<file path="src/rtl/fp_mul_scheduler_pkg.sv">
// Shared floating-point helpers: exponent bias and requester-id width.
package fp_mul_scheduler_pkg;

    function automatic int fp_bias(input int exp_w);
        return (1 << (exp_w - 1)) - 1;
    endfunction

    function automatic int fp_id_width(input int n);
        return (n > 1) ? $clog2(n) : 1;
    endfunction

    localparam int FP_BIAS_SP = fp_bias(8);

endpackage

</file>
<file path="src/rtl/fp_mul_scheduler_mul.sv">
// Combinational FP multiplier: sign XOR, biased exponent add, one-bit normalise,
// truncated mantissa, flush to zero when either operand is exactly zero.
module floating_point_mul
    import fp_mul_scheduler_pkg::*;
#(
    parameter int DATA_WIDTH = 32,
    parameter int E          = 8,
    parameter int M          = 23
)(
    input  logic [DATA_WIDTH-1:0] a_i,
    input  logic [DATA_WIDTH-1:0] b_i,
    output logic [DATA_WIDTH-1:0] p_o
);

    localparam logic [E+1:0] BIAS = (E+2)'(fp_bias(E));

    logic [E-1:0]     ea, eb;
    logic [M:0]       ma, mb;
    logic [2*M+1:0]   prod;
    logic [E+1:0]     exp_sum;
    logic [M-1:0]     frac;
    logic             zero;
    logic             sign;

    // Product of two [1,2) mantissas lies in [1,4); a set top bit means shift by one.
    function automatic logic [M-1:0] trunc_frac(input logic [2*M+1:0] p);
        return p[2*M+1] ? p[2*M -: M] : p[2*M-1 -: M];
    endfunction

    assign ea      = a_i[DATA_WIDTH-2 -: E];
    assign eb      = b_i[DATA_WIDTH-2 -: E];
    assign ma      = {1'b1, a_i[M-1:0]};
    assign mb      = {1'b1, b_i[M-1:0]};
    assign sign    = a_i[DATA_WIDTH-1] ^ b_i[DATA_WIDTH-1];
    assign zero    = (a_i[DATA_WIDTH-2:0] == '0) || (b_i[DATA_WIDTH-2:0] == '0);
    assign prod    = {{(M+1){1'b0}}, ma} * {{(M+1){1'b0}}, mb};
    assign frac    = trunc_frac(prod);
    assign exp_sum = {2'b00, ea} + {2'b00, eb} - BIAS + {{(E+1){1'b0}}, prod[2*M+1]};
    assign p_o     = zero ? '0 : {sign, exp_sum[E-1:0], frac};

endmodule

</file>
<file path="src/rtl/fp_mul_scheduler.sv">
// Round-robin scheduler sharing one FP multiplier among N_REQ requesters
// through an operand stage (p1) and a result stage (p2).
module fp_mul_scheduler
    import fp_mul_scheduler_pkg::*;
#(
    parameter int DATA_WIDTH = 32,
    parameter int E          = 8,
    parameter int M          = 23,
    parameter int N_REQ      = 4,
    localparam int ID_W      = fp_id_width(N_REQ)
)(
    input  logic                        clk,
    input  logic                        rst_n,
    input  logic [N_REQ-1:0]            req_valid,
    output logic [N_REQ-1:0]            req_ready,
    input  logic [N_REQ*DATA_WIDTH-1:0] req_a,
    input  logic [N_REQ*DATA_WIDTH-1:0] req_b,
    output logic                        rsp_valid,
    input  logic                        rsp_ready,
    output logic [DATA_WIDTH-1:0]       rsp_data,
    output logic [ID_W-1:0]             rsp_id,
    output logic [15:0]                 ops_done
);

    localparam logic [ID_W:0] N_X = (ID_W+1)'(N_REQ);

    logic                  vld_p1_q, vld_p1_d;
    logic [DATA_WIDTH-1:0] a_p1_q, a_p1_d;
    logic [DATA_WIDTH-1:0] b_p1_q, b_p1_d;
    logic [ID_W-1:0]       id_p1_q, id_p1_d;
    logic                  vld_p2_q, vld_p2_d;
    logic [DATA_WIDTH-1:0] data_p2_q, data_p2_d;
    logic [ID_W-1:0]       id_p2_q, id_p2_d;
    logic [ID_W-1:0]       rr_ptr_q, rr_ptr_d;
    logic [15:0]           ops_q, ops_d;

    logic                  s1_adv, s2_adv, accept, rsp_hs;
    logic                  gnt_found;
    logic [ID_W-1:0]       gnt_idx;
    logic [ID_W:0]         cand;
    logic [DATA_WIDTH-1:0] prod_p1;

    assign s2_adv = !vld_p2_q || rsp_ready;
    assign s1_adv = !vld_p1_q || s2_adv;
    assign rsp_hs = vld_p2_q && rsp_ready;

    // Search from rr_ptr upward with wrap; first valid requester wins.
    always_comb begin
        gnt_found = 1'b0;
        gnt_idx   = '0;
        cand      = '0;
        for (int k = 0; k < N_REQ; k++) begin
            cand = {1'b0, rr_ptr_q} + (ID_W+1)'(k);
            if (cand >= N_X) cand = cand - N_X;
            if (!gnt_found && req_valid[cand[ID_W-1:0]]) begin
                gnt_found = 1'b1;
                gnt_idx   = cand[ID_W-1:0];
            end
        end
    end

    assign accept    = s1_adv && gnt_found && rst_n;
    assign req_ready = accept ? (N_REQ'(1) << gnt_idx) : '0;

    // Stage p1: capture the winning operand pair.
    always_comb begin
        vld_p1_d = vld_p1_q;
        a_p1_d   = a_p1_q;
        b_p1_d   = b_p1_q;
        id_p1_d  = id_p1_q;
        rr_ptr_d = rr_ptr_q;
        if (s1_adv) vld_p1_d = accept;
        if (accept) begin
            a_p1_d   = req_a[gnt_idx*DATA_WIDTH +: DATA_WIDTH];
            b_p1_d   = req_b[gnt_idx*DATA_WIDTH +: DATA_WIDTH];
            id_p1_d  = gnt_idx;
            rr_ptr_d = (gnt_idx == ID_W'(N_REQ-1)) ? '0 : gnt_idx + 1'b1;
        end
    end

    floating_point_mul #(
        .DATA_WIDTH (DATA_WIDTH),
        .E          (E),
        .M          (M)
    ) u_mul (
        .a_i (a_p1_q),
        .b_i (b_p1_q),
        .p_o (prod_p1)
    );

    // Stage p2: result register, held while downstream stalls.
    always_comb begin
        vld_p2_d  = vld_p2_q;
        data_p2_d = data_p2_q;
        id_p2_d   = id_p2_q;
        if (s2_adv) begin
            vld_p2_d = vld_p1_q;
            if (vld_p1_q) begin
                data_p2_d = prod_p1;
                id_p2_d   = id_p1_q;
            end
        end
        ops_d = ops_q + {15'd0, rsp_hs};
    end

    always_ff @(posedge clk or negedge rst_n) begin
        if (!rst_n) begin
            vld_p1_q  <= 1'b0;
            vld_p2_q  <= 1'b0;
            data_p2_q <= '0;
            id_p2_q   <= '0;
            rr_ptr_q  <= '0;
            ops_q     <= '0;
        end else begin
            vld_p1_q  <= vld_p1_d;
            vld_p2_q  <= vld_p2_d;
            data_p2_q <= data_p2_d;
            id_p2_q   <= id_p2_d;
            rr_ptr_q  <= rr_ptr_d;
            ops_q     <= ops_d;
        end
    end

    always_ff @(posedge clk) begin
        a_p1_q  <= a_p1_d;
        b_p1_q  <= b_p1_d;
        id_p1_q <= id_p1_d;
    end

    assign rsp_valid = vld_p2_q;
    assign rsp_data  = data_p2_q;
    assign rsp_id    = id_p2_q;
    assign ops_done  = ops_q;

endmodule

</file>
<file path="config.mk">
export PLATFORM = sky130hd
export DESIGN_NAME = fp_mul_scheduler
export DESIGN_NICKNAME = d
export VERILOG_FILES = /design/src/rtl/fp_mul_scheduler_pkg.sv /design/src/rtl/fp_mul_scheduler_mul.sv /design/src/rtl/fp_mul_scheduler.sv
export SDC_FILE = /design/constraint.sdc
export NUM_CORES = 2
export LEC_CHECK = 0
export ABC_AREA = 1
export CAP_MARGIN = 30
export CORE_MARGIN = 2
export CORE_UTILIZATION = 45
export CTS_BUF_LIST = sky130_fd_sc_hd__clkbuf_2 sky130_fd_sc_hd__clkbuf_4 sky130_fd_sc_hd__clkbuf_8
export DETAILED_ROUTE_END_ITERATION = 16
export GPL_ROUTABILITY_DRIVEN = 0
export PLACE_DENSITY = 0.66
export SYNTH_ARGS = -nofsm -noshare
export SYNTH_HDL_FRONTEND = slang
export SYNTH_HIERARCHICAL = 1
export SYNTH_SLANG_ARGS = --single-unit
</file>
<file path="constraint.sdc">
create_clock -name clk -period 11.5 [get_ports clk]
set_input_delay 1.725 -clock clk [delete_from_list [all_inputs] [get_ports clk]]
set_output_delay 1.725 -clock clk [all_outputs]
set_load 0.05 [all_outputs]
</file>
==> qor.csv <==
stage;metric;value;unit
setup_path;required;11.87;ns
sta;fmax;116;MHz
setup_path;crit_arrival;8.99;ns
yosys;synth_top_area_share;34.8;%
yosys;synth-edff-count;66;
sta;hold_viol_final;0;
setup_path;r2r_cells;39;
clock_network;root_buffer;clkbuf_8;
drt;detail-route-antenna-nets;0;
global_routing;overflow;0;
yosys;ys_seq_area_share;12.0;%
drt;vias;23700;
global_routing;antenna_found_initial;3;
sta;slew_viol_final;0;
yosys;synth_top_flop_cell;edfxtp_1;
clock_network;hold_buffers;0;
yosys;syn_avg_cell_area;7.35;um2
setup_path;cp_slowest_stage_delay;1.05;ns
global_routing;grt_pass1_vias;24700;
cells_and_area;drive_above_1_share;3.90;%
floorplanning;core;0.0606;mm2
yosys;synth.ff_latch_count;120;
setup_path;cp-startpoint;b_p1_q[4];
drt;first_pass_iters;5;
floorplanning;fp-row-count;90;
drt;wl_per_cell;16.6;um
clock_network;htree_levels;4;
clock_network;insertion_delay;0.51;ns
cells_and_area;fin_nets;4918;
drt;met3_length;4.80;mm
drt;wl_met1;31.6;mm
floorplanning;ioPinCount;318;
sta;skew;0.0431;ns
sta;finalSetupTns;0;ns
place;hpwl;64.6;mm
clock_network;clkSlewWorstSetupHoldPaths;0.08;ns
global_routing;grt_util_all_layers;26.2;%
drt;top_layer_used;met5;
clock_network;cts_buffer_depth;2;
yosys;synth_top_area_cell;fa_1;
drt;drcViolationCount;0;
yosys;yosys-top-cells-area;fa_1, nand2_1, inv_1, ha_1, edfxtp_1;
floorplanning;die-area;0.0636;mm2
yosys;syn_inst;3770;
drt;routed-wl-met2;40.3;mm
cells_and_area;fill_cells;5945;
hold_path;hp-class;flip-flop to flip-flop;
cells_and_area;seq_area;0.00333;mm2
drt;dr.first_iter.drc_count;1679;
setup_path;crit_slowest_cell;edfxtp_1;
sta;fin_crit_sh;74.9;%
place;io_buffer_count;317;
cells_and_area;multi_input_area;0.0201;mm2
global_routing;grt_max_degree;73;
sta;fin_crit;8.62;ns
setup_path;end_kind;flip-flop;
drt;via_per_inst;4.96;
floorplanning;die_y;252;um
yosys;synthesis.area;0.0277;mm2
floorplanning;initial_core_util;45.8;%
sta;worst_slew_pin_slew;1.07;ns
yosys;synth.distinct_cells;42;
setup_path;crit_end;rsp_data[29];
setup_path;timing.rr.start;b_p1_q[4];
setup_path;crit_path_start_kind;flip-flop;
sta;max-slew-margin-rel;28.4;%
clock_network;cts_sinks;120;
yosys;synth_nets;4699;
yosys;yosysWarnings;6;
global_routing;grt_first_pass_wirelength;131;mm
cells_and_area;area_growth;15.9;%
clock_network;postCtsSetupBuffers;0;
setup_path;crit_type;flip-flop to flip-flop;
cells_and_area;final_common_cell;nand2_1;
cells_and_area;layout_common_cells;nand2_1, inv_1, fa_1, clkdlybuf4s50_1, ha_1;
setup_path;path_max_fanout;25;
sta;setup_viol;0;
setup_path;crit_path_frequent_cell;inv_1;
sta;hold_slack;0.473;ns
drt;drt-total-wl;79.2;mm
yosys;async_flop_share;45.0;%
clock_network;cts_made_buffers;17;
sta;rsz0062_at_grt;no;
setup_path;reg2reg_to;rsp_data[29];
cells_and_area;utilization;53.0;%
setup_path;rrSetupSlack;2.88;ns
clock_network;cts_tree;yes;
flow_run;cap_violations;0;
outcome;status;finished clean;
clock_network;cts_resized;0;
floorplanning;die_w;252;um
-- worst min-delay path by stage --
stage	startpoint	to	cells after the start
after floorplan	vld_p1_q	rsp_valid	2
after global routing	id_p1_q[1]	rsp_id[1]	1
after global placement	id_p1_q[0]	rsp_id[0]	1
after detailed placement	ops_done[15]	ops_done[15]	1
after CTS	ops_done[15]	ops_done[15]	1
final	ops_done[15]	ops_done[15]	1
-- stage by stage --
step | setup WS (ns) | cells | cell area (um2)
final | 2.88 | 4785 | 32100
after global routing | 2.17 | 4785 | 32100
after CTS | 2.93 | 4778 | 32000
after detailed placement | 2.95 | 4746 | 31600
after global placement | 3.00 | 4736 | 31300
after floorplan | 3.91 | 3770 | 27700
-- layer usage --
layer	vias up	track usage, %
li1	11400	-
met1	11500	32.2
met2	804	47.3
met3	130	3.45
met4	2	8.84
met5	-	0
-- worst max-delay path, delay by kind of cell, from the launching register on --
family | cells | cell delay (ns)
buf+inv | 10 | 0.55
compound gates | 2 | 0.23
flops | 1 | 1.05
mux | 1 | 0.25
fa+ha+maj | 10 | 4.55
simple gates | 16 | 1.86
-- area by class of cell --
class                   count  share of cell area, %
clock inverters             8                  0.226
flip-flops and latches    120                   10.4
clock buffers              24                  0.911
multi-input cells        2543                   62.5
repair buffers            364                   11.9
well taps                 782                   3.05
inverters                 943                   11.0
diodes                      1                0.00779
-- synth_stat cells, drive strengths merged, types with 3 or more instances --
| cell | instances |
|---|---|
| a21o | 3 |
| a21oi | 63 |
| a31oi | 3 |
| and2 | 3 |
| buf | 58 |
| clkbuf | 106 |
| dfrtp | 54 |
| edfxtp | 66 |
| fa | 482 |
| ha | 184 |
| inv | 943 |
| mux2 | 34 |
| nand2 | 1312 |
| nand3 | 182 |
| nand3b | 5 |
| nand4 | 18 |
| nor2 | 151 |
| nor3 | 12 |
| nor4 | 14 |
| o21a | 3 |
| o21ai | 29 |
| o21bai | 11 |
| or2 | 4 |
| xnor2 | 10 |
| xor2 | 17 |
-- state kept, by name, summed over array words and instances, names as in the netlist --
name / cells
vld_p1_q: 1
ops_done: 16
rsp_valid: 1
rr_ptr_q: 2
a_p1_q: 32
rsp_id: 2
rsp_data: 32
b_p1_q: 32
id_p1_q: 2
-- kinds of logic (layout without fill, tap and decap cells) --
| group | after synthesis | count (layout) | share of synthesized area [%] |
|---|---|---|---|
| muxes | 34 | 34 | 1.38 |
| xor gates and xnor gates | 27 | 27 | 0.853 |
| DFF | 120 | 120 | 12.0 |
| AOI/OAI and AO/OA | 113 | 113 | 2.26 |
| other | 0 | 1 | 0 |
| buffers and inverters | 1107 | 1339 | 15.6 |
| and+or+nand+nor | 1703 | 1703 | 24.7 |
| adders and majority gates | 666 | 666 | 43.1 |
Power is left out: the tool's default activity adds up to more than one toggle a clock period on the data nets, which glitch-free logic cannot reach.
